===== src/rtl/logic_analyzer_pkg.sv =====
// Shared types and constants for the serial-frame logic analyzer:
// command codes, readout state encoding and the UART byte width.
package logic_analyzer_pkg;

    localparam int UART_BYTE_W  = 8;
    localparam int STATUS_BYTES = 3;

    typedef enum logic [4:0] {
        LA_CLEAR       = 5'd0,
        LA_READ_ALL    = 5'd1,
        LA_READ_STATUS = 5'd2
    } la_commands_e;

    typedef enum logic [2:0] {
        RD_IDLE  = 3'd0,
        RD_FETCH = 3'd1,
        RD_LOAD  = 3'd2,
        RD_WAIT1 = 3'd3,
        RD_WAIT2 = 3'd4,
        RD_SEND  = 3'd5
    } rd_state_e;

    function automatic logic [7:0] sat_inc8(input logic [7:0] v);
        return (v == 8'hFF) ? v : v + 8'd1;
    endfunction

endpackage


===== src/rtl/logic_analyzer_serial_capture_if.sv =====
// Host-side bundle: command strobe from the device controller and the
// byte handshake towards the UART transmitter.
interface logic_analyzer_serial_capture_if;
    import logic_analyzer_pkg::*;

    logic                   dev_command_started;
    logic [4:0]             dev_command;
    logic                   dev_busy;
    logic                   uart_tx_send_byte;
    logic [UART_BYTE_W-1:0] uart_tx_byte;
    logic                   uart_tx_active;

    modport master (
        output dev_command_started, dev_command, uart_tx_active,
        input  dev_busy, uart_tx_send_byte, uart_tx_byte
    );

    modport slave (
        input  dev_command_started, dev_command, uart_tx_active,
        output dev_busy, uart_tx_send_byte, uart_tx_byte
    );

endinterface


===== src/rtl/logic_analyzer_serial_capture_fifo.sv =====
// Synchronous frame FIFO with registered read data (1-cycle latency) and
// flush. A write into a full FIFO is accepted only when a read happens too.
module la_sync_fifo #(
    parameter int WIDTH = 48,
    parameter int DEPTH = 64
) (
    input  logic                   clock,
    input  logic                   reset_n,
    input  logic                   flush,
    input  logic                   wr_req,
    input  logic                   rd_req,
    input  logic [WIDTH-1:0]       data,
    output logic [WIDTH-1:0]       q,
    output logic                   full,
    output logic                   empty,
    output logic [$clog2(DEPTH):0] count
);
    localparam int AW = $clog2(DEPTH);
    localparam logic [AW-1:0] PTR_ONE = AW'(1);
    localparam logic [AW:0]   CNT_ONE = (AW + 1)'(1);
    localparam logic [AW:0]   CNT_MAX = (AW + 1)'(DEPTH);

    logic [WIDTH-1:0] mem_q [DEPTH];
    logic [AW-1:0]    wr_ptr_q, wr_ptr_d, rd_ptr_q, rd_ptr_d;
    logic [AW:0]      count_q, count_d;
    logic [WIDTH-1:0] q_q, q_d;
    logic             wr_ok_s, rd_ok_s;

    assign full  = (count_q == CNT_MAX);
    assign empty = (count_q == '0);
    assign count = count_q;
    assign q     = q_q;

    // Pointer, occupancy and read-data next-state; flush overrides traffic.
    always_comb begin
        rd_ok_s  = rd_req && !empty;
        wr_ok_s  = wr_req && (!full || rd_ok_s);
        wr_ptr_d = wr_ptr_q;
        rd_ptr_d = rd_ptr_q;
        count_d  = count_q;
        q_d      = q_q;
        if (flush) begin
            wr_ptr_d = '0;
            rd_ptr_d = '0;
            count_d  = '0;
        end else begin
            if (wr_ok_s) begin
                wr_ptr_d = wr_ptr_q + PTR_ONE;
            end else begin
                wr_ptr_d = wr_ptr_q;
            end
            if (rd_ok_s) begin
                rd_ptr_d = rd_ptr_q + PTR_ONE;
                q_d      = mem_q[rd_ptr_q];
            end else begin
                rd_ptr_d = rd_ptr_q;
            end
            case ({wr_ok_s, rd_ok_s})
                2'b10:   count_d = count_q + CNT_ONE;
                2'b01:   count_d = count_q - CNT_ONE;
                default: count_d = count_q;
            endcase
        end
    end

    // Control state registers.
    always_ff @(posedge clock or negedge reset_n) begin
        if (!reset_n) begin
            wr_ptr_q <= '0;
            rd_ptr_q <= '0;
            count_q  <= '0;
            q_q      <= '0;
        end else begin
            wr_ptr_q <= wr_ptr_d;
            rd_ptr_q <= rd_ptr_d;
            count_q  <= count_d;
            q_q      <= q_d;
        end
    end

    // Storage array; a same-edge read of the written slot returns the old word.
    always_ff @(posedge clock) begin
        if (wr_ok_s && !flush) begin
            mem_q[wr_ptr_q] <= data;
        end
    end

endmodule


===== src/rtl/logic_analyzer_serial_capture.sv =====
// Serial-frame logic analyzer: synchronises an external clock/data pair,
// captures start-bit framed words into a FIFO and streams them over a UART.
module logic_analyzer_serial_capture
    import logic_analyzer_pkg::*;
#(
    parameter int FRAME_BITS    = 48,
    parameter int FIFO_DEPTH    = 64,
    parameter int SYNC_STAGES   = 2,
    parameter int SAMPLE_RISING = 1,
    parameter int IDLE_TIMEOUT  = 4096
) (
    input  logic                            clock,
    input  logic                            reset_n,
    logic_analyzer_serial_capture_if.slave  host,
    output logic                            led_full,
    input  logic                            logic_clock,
    input  logic                            logic_serial
);
    localparam int BYTES_PER_FRAME = FRAME_BITS / 8;
    localparam int SR_W  = (FRAME_BITS > 24) ? FRAME_BITS : 24;
    localparam int IDX_W = $clog2(FRAME_BITS);
    localparam int TO_W  = (IDLE_TIMEOUT > 1) ? $clog2(IDLE_TIMEOUT + 1) : 1;
    localparam int CNT_W = $clog2(FIFO_DEPTH) + 1;
    localparam int BC_W  = $clog2(SR_W / 8 + 1);
    localparam logic [IDX_W-1:0] IDX_ONE  = IDX_W'(1);
    localparam logic [TO_W-1:0]  TO_ONE   = TO_W'(1);
    localparam logic [TO_W-1:0]  TO_LIMIT = TO_W'(IDLE_TIMEOUT);
    localparam logic [BC_W-1:0]  BC_ONE   = BC_W'(1);

    logic [SYNC_STAGES-1:0] lclk_sync_q, lclk_sync_d, lser_sync_q, lser_sync_d;
    logic                   lclk_prev_q, lclk_prev_d;
    logic                   lclk_cur_s, sample_edge_s, sample_bit_s;
    logic                   capturing_q, capturing_d, prev_ser_q, prev_ser_d;
    logic                   push_q, push_d;
    logic [IDX_W-1:0]       bit_idx_q, bit_idx_d;
    logic [FRAME_BITS-1:0]  frame_q, frame_d;
    logic [TO_W-1:0]        timer_q, timer_d;
    logic [7:0]             ovf_cnt_q, ovf_cnt_d;
    logic                   ovf_flag_q, ovf_flag_d;
    logic                   clear_s, pop_s, drop_s;

    rd_state_e              state_q, state_d;
    logic                   mode_status_q, mode_status_d;
    logic [BC_W-1:0]        bytes_left_q, bytes_left_d;
    logic [SR_W-1:0]        shift_q, shift_d;
    logic                   send_q, send_d, busy_q, busy_d, led_q, led_d;
    logic [UART_BYTE_W-1:0] byte_q, byte_d;

    logic [FRAME_BITS-1:0]  fifo_q_s;
    logic                   fifo_full_s, fifo_empty_s;
    logic [CNT_W-1:0]       fifo_count_s;
    logic [15:0]            frame_cnt16_s;

    assign lclk_cur_s    = lclk_sync_q[SYNC_STAGES-1];
    assign sample_bit_s  = lser_sync_q[SYNC_STAGES-1];
    assign sample_edge_s = (SAMPLE_RISING != 0) ? (lclk_cur_s && !lclk_prev_q)
                                                : (!lclk_cur_s && lclk_prev_q);
    assign clear_s       = host.dev_command_started && (host.dev_command == LA_CLEAR);
    assign frame_cnt16_s = 16'(fifo_count_s);
    assign drop_s        = push_q && fifo_full_s && !pop_s && !clear_s;

    la_sync_fifo #(.WIDTH(FRAME_BITS), .DEPTH(FIFO_DEPTH)) u_fifo (
        .clock   (clock),
        .reset_n (reset_n),
        .flush   (clear_s),
        .wr_req  (push_q),
        .rd_req  (pop_s),
        .data    (frame_q),
        .q       (fifo_q_s),
        .full    (fifo_full_s),
        .empty   (fifo_empty_s),
        .count   (fifo_count_s)
    );

    // Input synchronisers, frame capture, timeout and overflow accounting.
    always_comb begin
        lclk_sync_d = {lclk_sync_q[SYNC_STAGES-2:0], logic_clock};
        lser_sync_d = {lser_sync_q[SYNC_STAGES-2:0], logic_serial};
        lclk_prev_d = lclk_cur_s;
        capturing_d = capturing_q;
        bit_idx_d   = bit_idx_q;
        frame_d     = frame_q;
        timer_d     = timer_q;
        push_d      = 1'b0;
        prev_ser_d  = sample_edge_s ? sample_bit_s : prev_ser_q;
        if (clear_s) begin
            capturing_d = 1'b0;
            timer_d     = '0;
        end else if (capturing_q) begin
            if (sample_edge_s) begin
                frame_d[bit_idx_q] = sample_bit_s;
                timer_d            = '0;
                if (bit_idx_q == '0) begin
                    capturing_d = 1'b0;
                    push_d      = 1'b1;
                end else begin
                    bit_idx_d = bit_idx_q - IDX_ONE;
                end
            end else if ((IDLE_TIMEOUT != 0) && (timer_q == TO_LIMIT)) begin
                capturing_d = 1'b0;
                timer_d     = '0;
            end else begin
                timer_d = timer_q + TO_ONE;
            end
        end else if (sample_edge_s && prev_ser_q && !sample_bit_s) begin
            capturing_d             = 1'b1;
            frame_d[FRAME_BITS-1]   = 1'b0;
            bit_idx_d               = IDX_W'(FRAME_BITS - 2);
            timer_d                 = '0;
        end else begin
            capturing_d = capturing_q;
        end

        if (clear_s) begin
            ovf_cnt_d  = 8'd0;
            ovf_flag_d = 1'b0;
        end else if (drop_s) begin
            ovf_cnt_d  = sat_inc8(ovf_cnt_q);
            ovf_flag_d = 1'b1;
        end else begin
            ovf_cnt_d  = ovf_cnt_q;
            ovf_flag_d = ovf_flag_q;
        end
        led_d = fifo_full_s || ovf_flag_q;
    end

    // Capture-side registers.
    always_ff @(posedge clock or negedge reset_n) begin
        if (!reset_n) begin
            lclk_sync_q <= '0;
            lser_sync_q <= '0;
            lclk_prev_q <= 1'b0;
            capturing_q <= 1'b0;
            prev_ser_q  <= 1'b0;
            push_q      <= 1'b0;
            bit_idx_q   <= '0;
            frame_q     <= '0;
            timer_q     <= '0;
            ovf_cnt_q   <= 8'd0;
            ovf_flag_q  <= 1'b0;
            led_q       <= 1'b0;
        end else begin
            lclk_sync_q <= lclk_sync_d;
            lser_sync_q <= lser_sync_d;
            lclk_prev_q <= lclk_prev_d;
            capturing_q <= capturing_d;
            prev_ser_q  <= prev_ser_d;
            push_q      <= push_d && !clear_s;
            bit_idx_q   <= bit_idx_d;
            frame_q     <= frame_d;
            timer_q     <= timer_d;
            ovf_cnt_q   <= ovf_cnt_d;
            ovf_flag_q  <= ovf_flag_d;
            led_q       <= led_d;
        end
    end

    // Readout FSM: the WAIT states give the UART time to raise uart_tx_active.
    always_comb begin
        state_d       = state_q;
        mode_status_d = mode_status_q;
        bytes_left_d  = bytes_left_q;
        shift_d       = shift_q;
        byte_d        = byte_q;
        send_d        = 1'b0;
        pop_s         = 1'b0;
        if (clear_s) begin
            state_d = RD_IDLE;
        end else begin
            case (state_q)
                RD_IDLE: begin
                    if (host.dev_command_started && (host.dev_command == LA_READ_ALL)) begin
                        mode_status_d = 1'b0;
                        state_d       = RD_FETCH;
                    end else if (host.dev_command_started && (host.dev_command == LA_READ_STATUS)) begin
                        mode_status_d = 1'b1;
                        shift_d       = SR_W'({ovf_cnt_q, frame_cnt16_s});
                        bytes_left_d  = BC_W'(STATUS_BYTES);
                        state_d       = RD_SEND;
                    end else begin
                        state_d = RD_IDLE;
                    end
                end
                RD_FETCH: begin
                    if (fifo_empty_s) begin
                        state_d = RD_IDLE;
                    end else begin
                        pop_s        = 1'b1;
                        bytes_left_d = '0;
                        state_d      = RD_LOAD;
                    end
                end
                RD_LOAD: begin
                    shift_d      = SR_W'(fifo_q_s);
                    bytes_left_d = BC_W'(BYTES_PER_FRAME);
                    state_d      = RD_SEND;
                end
                RD_SEND: begin
                    if (host.uart_tx_active) begin
                        state_d = RD_SEND;
                    end else if (bytes_left_q != '0) begin
                        byte_d       = shift_q[UART_BYTE_W-1:0];
                        send_d       = 1'b1;
                        shift_d      = shift_q >> UART_BYTE_W;
                        bytes_left_d = bytes_left_q - BC_ONE;
                        state_d      = RD_WAIT1;
                    end else if (mode_status_q) begin
                        state_d = RD_IDLE;
                    end else begin
                        state_d = RD_FETCH;
                    end
                end
                RD_WAIT1: state_d = RD_WAIT2;
                RD_WAIT2: state_d = RD_SEND;
                default:  state_d = RD_IDLE;
            endcase
        end
        busy_d = (state_d != RD_IDLE);
    end

    // Readout registers and registered host outputs.
    always_ff @(posedge clock or negedge reset_n) begin
        if (!reset_n) begin
            state_q       <= RD_IDLE;
            mode_status_q <= 1'b0;
            bytes_left_q  <= '0;
            shift_q       <= '0;
            byte_q        <= '0;
            send_q        <= 1'b0;
            busy_q        <= 1'b0;
        end else begin
            state_q       <= state_d;
            mode_status_q <= mode_status_d;
            bytes_left_q  <= bytes_left_d;
            shift_q       <= shift_d;
            byte_q        <= byte_d;
            send_q        <= send_d;
            busy_q        <= busy_d;
        end
    end

    assign host.dev_busy          = busy_q;
    assign host.uart_tx_send_byte = send_q;
    assign host.uart_tx_byte      = byte_q;
    assign led_full               = led_q;

endmodule

===== src/flat_wrapper.sv =====
// flat-port wrapper written by rule: the top's interface ports become plain ports
module logic_analyzer_serial_capture_flat import logic_analyzer_pkg::*;
#(
    parameter int FRAME_BITS    = 48,
    parameter int FIFO_DEPTH    = 64,
    parameter int SYNC_STAGES   = 2,
    parameter int SAMPLE_RISING = 1,
    parameter int IDLE_TIMEOUT  = 4096
)
  (clock, reset_n, led_full, logic_clock, logic_serial, host_dev_command_started, host_dev_command, host_uart_tx_active, host_dev_busy, host_uart_tx_send_byte, host_uart_tx_byte);
  logic_analyzer_serial_capture_if host_i ();
  input  logic clock;
  input  logic reset_n;
  output logic led_full;
  input  logic logic_clock;
  input  logic logic_serial;
  input wire logic [$bits(host_i.dev_command_started)-1:0] host_dev_command_started;
  input wire logic [$bits(host_i.dev_command)-1:0] host_dev_command;
  input wire logic [$bits(host_i.uart_tx_active)-1:0] host_uart_tx_active;
  output wire logic [$bits(host_i.dev_busy)-1:0] host_dev_busy;
  output wire logic [$bits(host_i.uart_tx_send_byte)-1:0] host_uart_tx_send_byte;
  output wire logic [$bits(host_i.uart_tx_byte)-1:0] host_uart_tx_byte;
  assign host_i.dev_command_started = host_dev_command_started;
  assign host_i.dev_command = host_dev_command;
  assign host_i.uart_tx_active = host_uart_tx_active;
  assign host_dev_busy = host_i.dev_busy;
  assign host_uart_tx_send_byte = host_i.uart_tx_send_byte;
  assign host_uart_tx_byte = host_i.uart_tx_byte;
  logic_analyzer_serial_capture #(.FRAME_BITS(FRAME_BITS), .FIFO_DEPTH(FIFO_DEPTH), .SYNC_STAGES(SYNC_STAGES), .SAMPLE_RISING(SAMPLE_RISING), .IDLE_TIMEOUT(IDLE_TIMEOUT)) u_core (.clock(clock), .reset_n(reset_n), .host(host_i), .led_full(led_full), .logic_clock(logic_clock), .logic_serial(logic_serial));
endmodule

===== config.mk =====
export PLATFORM = sky130hd
export DESIGN_NAME = logic_analyzer_serial_capture_flat
export DESIGN_NICKNAME = d
export VERILOG_FILES = /design/src/rtl/logic_analyzer_pkg.sv /design/src/rtl/logic_analyzer_serial_capture_if.sv /design/src/rtl/logic_analyzer_serial_capture_fifo.sv /design/src/rtl/logic_analyzer_serial_capture.sv /design/src/flat_wrapper.sv
export SDC_FILE = /design/constraint.sdc
export NUM_CORES = 2
export LEC_CHECK = 0
export CORE_UTILIZATION = 25
export CTS_BUF_LIST = sky130_fd_sc_hd__clkbuf_4 sky130_fd_sc_hd__clkbuf_8 sky130_fd_sc_hd__clkbuf_16
export DETAILED_ROUTE_END_ITERATION = 8
export HOLD_SLACK_MARGIN = 0.05
export SYNTH_ARGS = -nofsm -noshare
export SYNTH_HDL_FRONTEND = slang
export SYNTH_SLANG_ARGS = --single-unit
export TNS_END_PERCENT = 20

===== constraint.sdc =====
create_clock -name clock -period 9.2 [get_ports clock]
set_input_delay 1.84 -clock clock [delete_from_list [all_inputs] [get_ports clock]]
set_output_delay 1.84 -clock clock [all_outputs]
set_load 0.02 [all_outputs]

# Word level (Yosys, flattened, before mapping)

Memory sizes are Yosys's and may differ from the RTL's. A register that Yosys moved wholly into a read port is not among the register bits.
Index checks and enable logic that the tools add are counted.

Add/sub/neg operators: 8
Order comparisons: 2
Equality and inequality tests: 20
Mux-type cells: 66
Bitwise logic cells: 2
Reductions and logical operators: 48

Operators by type and width:

| operator                                                                 | count |
|---|---|
| 48-bit 2-to-1 mux                                                        | 5 |
| 48-bit one-hot mux with 3 select lines                                   | 1 |
| 13-bit 2-to-1 mux                                                        | 5 |
| 48-bit bitwise mux                                                       | 1 |
| 6-bit 2-to-1 mux                                                         | 8 |
| 3-bit 2-to-1 mux                                                         | 10 |
| 1-bit 2-to-1 mux                                                         | 27 |
| 8-bit 2-to-1 mux                                                         | 3 |
| 3-bit one-hot mux with 5 select lines                                    | 1 |
| 3-bit nonzero test                                                       | 5 |
| 1-bit logical AND                                                        | 14 |
| 7-bit one-hot mux with 2 select lines                                    | 1 |
| 13-bit by 1-bit adder with 13-bit output (second input constant)         | 1 |
| 13-bit equality test (second input constant)                             | 1 |
| 6-bit by 1-bit adder with 6-bit output (second input constant)           | 2 |
| 3-bit one-hot mux with 4 select lines                                    | 1 |
| 2-bit nonzero test                                                       | 5 |
| 3-bit AND reduction                                                      | 3 |
| 8-bit by 1-bit adder with 8-bit output (second input constant)           | 1 |
| 8-bit equality test (second input constant)                              | 1 |
| 2-bit by 1-bit inequality test with 1-bit output (second input constant) | 4 |
| 2-bit inequality test (second input constant)                            | 4 |
| 4-bit AND reduction                                                      | 2 |
| 7-bit by 1-bit adder with 7-bit output (second input constant)           | 1 |
| 28 further kinds                                                         | 39 |

Flip-flop bits (word level): 169
Bits in writable memories: 3072
Output and inout port bits: 11
Memories kept: 1

Memories:

| name                | depth | bits a word | read ports | clocked after Yosys merged registers in | write ports | RTL line                                 | RTL |
|---|---|---|---|---|---|---|---|
| u_core.u_fifo.mem_q | 64    | 48          | 1          | 1                                       | 1           | logic_analyzer_serial_capture_fifo.sv:23 | `logic [WIDTH-1:0] mem_q [DEPTH];` |

# Depth between registers and ports, before layout

Depth in word-level cells: 10
Mapped depth: 12
Depth with buffers taken out: 11

# Hierarchy

From an unflattened synthesis, not the netlist that was laid out.

Cells, all modules: 6595
Area total of the unflattened synthesis: 127157.0 µm²

By module, submodules not included:

| module                        | times used | cells an instance | area an instance (µm²) |
|---|---|---|---|
| la_sync_fifo                  | 1          | 5897              | 120073.9 |
| logic_analyzer_serial_capture | 1          | 698               | 7083.0 |

# Least setup slack after synthesis

No wires, ideal clock.

Path kind: in2reg
Start point: input host_dev_command_started
End point: memory u_core.u_fifo.mem_q[3][0], enable pin
Library setup time: 574 ps
Arrival time: 7552 ps
Data required time: 8626 ps
Slack: 1074 ps
Stages: 6
Path buffers: 1
Cells stage by stage: or4b_4 nor2_2 clkbuf_1 nor4_1 nand3_1 nor4_1

Longest elaborated chain between the ends: 8

Ends and longest elaborated chain:

| item                                     | RTL line                                 | RTL |
|---|---|---|
| from (decl)                              | flat_wrapper.sv:17                       | `input wire logic [$bits(host_i.dev_command_started)-1:0] host_dev_command_started;` |
| 1-bit logical AND *                      | logic_analyzer_serial_capture.sv:58      | `assign clear_s = host.dev_command_started && (host.dev_command == LA_CLEAR);` |
| 1-bit 2-to-1 mux                         | logic_analyzer_serial_capture.sv:167     | `if (clear_s) begin` |
| 1-bit logical AND                        | logic_analyzer_serial_capture_fifo.sv:36 | `rd_ok_s = rd_req && !empty;` |
| 1-bit logical OR                         | logic_analyzer_serial_capture_fifo.sv:37 | `wr_ok_s = wr_req && (!full \|\| rd_ok_s);` |
| 1-bit logical AND                        | logic_analyzer_serial_capture_fifo.sv:37 |  |
| 1-bit logical AND *                      | logic_analyzer_serial_capture_fifo.sv:83 | `if (wr_ok_s && !flush) begin` |
| 1-bit 2-to-1 mux *                       | logic_analyzer_serial_capture_fifo.sv:83 |  |
| 1-bit 2-to-1 mux (not written as such) * | logic_analyzer_serial_capture_fifo.sv:84 | `mem_q[wr_ptr_q] <= data;` |
| to (decl)                                | logic_analyzer_serial_capture_fifo.sv:23 |  |

Every way passes the cells marked *; elsewhere a longest branch is shown, timed or not.

# Final worst setup path

Start point: input host_dev_command[0]
End point: memory u_core.u_fifo.mem_q[5][18], enable pin

Longest elaborated chain between the ends: 9

Ends and longest elaborated chain:

| item                                     | RTL line                                 | RTL |
|---|---|---|
| from (decl)                              | flat_wrapper.sv:18                       | `input wire logic [$bits(host_i.dev_command)-1:0] host_dev_command;` |
| 5-bit zero test *                        | logic_analyzer_serial_capture.sv:58      |  |
| 1-bit logical AND *                      | logic_analyzer_serial_capture.sv:58      |  |
| 1-bit 2-to-1 mux                         | logic_analyzer_serial_capture.sv:167     |  |
| 1-bit logical AND                        | logic_analyzer_serial_capture_fifo.sv:36 |  |
| 1-bit logical OR                         | logic_analyzer_serial_capture_fifo.sv:37 |  |
| 1-bit logical AND                        | logic_analyzer_serial_capture_fifo.sv:37 |  |
| 1-bit logical AND *                      | logic_analyzer_serial_capture_fifo.sv:83 |  |
| 1-bit 2-to-1 mux *                       | logic_analyzer_serial_capture_fifo.sv:83 |  |
| 1-bit 2-to-1 mux (not written as such) * | logic_analyzer_serial_capture_fifo.sv:84 |  |

Marked as above.

==> results.tsv <==
stage	metric	value	unit
status	status	finished clean	
sta	fin_crit_sh	57.46	%
sta	period_needed	5.286	ns
clock_network	clk_pin_slew	0.06	ns
clock_network	holdBufCountCts	0	
clock_network	clock_sinks	3289	
setup_path	r2r-start	u_core.u_fifo.rd_ptr_q[0]	
detailed_routing	drtIter0Drc	9851	
global_route	grt_max_degree	121	
sta	relSlewSlack	6.641	%
synth	ys_ff_latch	3289	
synth	synth_mux_area_share	15.08	%
synth	yosys.area.top_type	edfxtp_1	
global_route	globalRouteOverflowTotal	0	
clock_network	clock_latency	0.92	ns
pwr	power	42.11	mW
cells_and_area	nNetsFinal	6327	
setup_path	path_class	primary input to flop	
min_path	hold_class	flop to flop	
cells_and_area	final_cell_mix	edfxtp_1 (3072), mux4_2 (659), mux2i_1 (353), clkbuf_16 (345), buf_4 (195)	
min_path	hold_depth	0	
cells_and_area	syn_to_final_growth	16.13	%
detailed_routing	routed-wl-met2	165.4	mm
place	gp_congestion	0.8279	
cells_and_area	multi_input_area	0.02783	sq mm
die	core_region_area	0.5055	sq mm
setup_path	r2r_cells	7	
detailed_routing	num_vias	64728	
sta	fin_setup_tns	0	ns
detailed_routing	drt_wl_total	354.9	mm
detailed_routing	top_layer	met5	
detailed_routing	viasPerCell	4.869	
cells_and_area	layout_commonest_cell	edfxtp_1	
sta	worst_slew_pin_slew	1.365	ns
clock_network	htreeDepth	5	
sta	max_freq	189.2	MHz
setup_path	worstPathMaxFanout	25	
synth	yosysTopAreaCellShare	72.65	%
place	dpl.hpwl	206.7	mm
cells_and_area	nFillCells	48842	
synth	netlist_instances	6090	
place	portBuffers	21	
global_route	antenna_found_initial	28	
global_route	grt_pass1_wl	496.2	mm
setup_path	arrival	5.81	ns
pwr	vdd_ir_drop_max	0.2215	mV
die	die_h	714.7	um
detailed_routing	wl_met1	144.0	mm
die	die_w	714.7	um
synth	yosysSeqAreaShare	76.92	%
setup_path	startpoint_type	primary input	
synth	synth_nets	6111	
global_route	grt_pass1_vias	64257	
sta	holdWs	0.3502	ns
synth	async_flop_share	6.598	%
synth	synth_fa_ha_area_share	0.09853	%
setup_path	cp-end-kind	flop	
sta	clock-skew-final	0.09155	ns
sta	setup_viol	0	
detailed_routing	route.detailed.drc	0	
sta	rsz0062_at_grt	false	
detailed_routing	firstDrtPassIters	7	
synth	avgSynthCellArea	20.85	sq um
flow_run	drv_cap	0	
cells_and_area	drive_gt1_share	25.25	%
global_route	grtUsageTotal	13.43	%
pwr	pwr_density_cell	285.6	mW/mm^2
synth	yosys_warnings	0	
setup_path	critPathRequiredTime	9.73	ns
die	num_rows	261	
synth	synth-main-ff-cell	edfxtp_1	
clock_network	cts_tree	yes	
sta	finalHoldViolCount	0	
clock_network	ctsLongestPathBuffers	4	
die	dieArea	0.5108	sq mm
sta	drv_slew	0	
synth	synth_xor_area_share	0.1035	%
clock_network	cts_resized	0	
detailed_routing	met3_wirelength	34.73	mm
min_path	min-delay-start	u_core.lclk_sync_q[0]	
clock_network	cts_made_buffers	340	
setup_path	setup.worst_path.start	host_dev_command[0]	
pwr	total_leakage_power	49.66	nW
clock_network	cts-root-buf	clkbuf_16	
die	io_pins	22	
detailed_routing	antenna_left	0	
detailed_routing	wire_per_inst	26.70	um
synth	synth_edf_count	3072	
synth	synth_compound_area_share	3.962	%
synth	synth.area.top_cells	edfxtp_1 (73%), mux4_2 (12%), dfrtp_1 (4.3%), mux2i_1 (2.8%), a22oi_1 (0.78%)	
synth	synthDistinctLibCells	86	
die	start_util	25.12	%
synth	synth_top_family_by_area	multiplexers	
synth	syn_area	0.1270	sq mm
cells_and_area	seq_area	0.09778	sq mm
synth	synth-simple-area-share	2.187	%
clock_network	post_cts_buffers	0	
[path summary, 6_finish.rpt]
kind                                                 end  slack (ns)
hold / removal                     u_core.lclk_sync_q[1]        0.35
setup reg to reg                      u_core.u_fifo.q[5]        4.47
max in group asynchronous                      async pin        6.60
setup / recovery              u_core.u_fifo.mem_q[5][18]        3.91
hold reg to reg                    u_core.lclk_sync_q[1]        0.35
min in group asynchronous  u_core.host.uart_tx_send_byte        0.92
[cell families after synthesis]
kind of cell	Yosys count
DFF	3289
and+or+nand+nor	594
buffers and inverters	374
AOI/OAI and AO/OA	727
adders and majority gates	10
xor gates and xnor gates	15
muxes	1081
[power breakdown]
group | internal, mW | total [mW] | switching (mW)
registers | 17.1 | 17.7 | 0.606
clock network | 8.30 | 14.1 | 5.77
logic | 3.50 | 10.4 | 6.88
total | 28.9 | 42.1 | 13.3
[layout make-up]
class                           count  share of cell area (%)
Tap cell                         6706                   5.690
Timing Repair Buffer              228                   1.302
Sequential cell                  3289                   66.31
Multi-Input combinational cell   2427                   18.87
Antenna cell                        6                 0.01018
Inverter                           20                 0.05430
Clock buffer                      430                   6.325
Clock inverter                    188                   1.442
[flip-flops by register name, summed over array words and instances (netlist names), 2 cells and up, named ones only]
signal / count
u_core.u_fifo.q: 48
u_core.u_fifo.wr_ptr_q: 6
u_core.lser_sync_q: 2
u_core.state_q: 3
u_core.bytes_left_q: 3
u_core.ovf_cnt_q: 8
u_core.bit_idx_q: 6
u_core.lclk_sync_q: 2
u_core.timer_q: 13
u_core.u_fifo.mem_q: 3072
u_core.u_fifo.rd_ptr_q: 6
u_core.shift_q: 48
u_core.host.uart_tx_byte: 8
u_core.u_fifo.count: 7
[stage by stage]
stage	instances	instance area [sq um]	setup WS, ns	utilization, %
after floorplan	6090	127000	1.074	-
after global placement	12670	136000	3.030	26.90
after detailed placement	12670	136000	3.017	26.90
after CTS	13288	147400	3.925	29.17
after global routing	13288	147400	3.781	29.17
final	13294	147500	3.914	29.17
[per-layer routing]
| layer | up-vias | track usage (%) |
|---|---|---|
| met5 | - | 0 |
| met4 | 6 | 3.992 |
| met3 | 547 | 2.791 |
| met2 | 3416 | 21.22 |
| met1 | 34883 | 18.62 |
| li1 | 25876 | - |
[worst max-delay path, cell delays in order]
cell,delay (ns)
clkdlybuf4s50_1,0.53
or2_2,0.22
o21ai_2,0.14
a21oi_1,0.48
nand3b_1,0.83
nor2_4,1.20
buf_4,0.52
[synth_stat cells, types with 11 or more instances]
cell	instances
a211o_1	15
a22o_1	29
mux4_2	659
a221oi_1	29
nand2b_1	21
a221o_1	25
mux2i_1	353
clkbuf_1	156
nand3_1	53
buf_1	14
inv_1	16
buf_6	42
nor3_1	35
edfxtp_1	3072
o211ai_1	14
and3_1	18
buf_2	94
nand2_1	176
a22oi_1	132
mux2_2	67
o22ai_1	75
nor2_1	203
a21oi_1	124
o21ai_1	21
o221ai_1	37
a31oi_1	21
dfrtp_1	217
a2111oi_0	50
nor2b_1	18
buf_4	40
a211oi_1	11
o21ai_0	103
(Power assumes the default switching activity.)
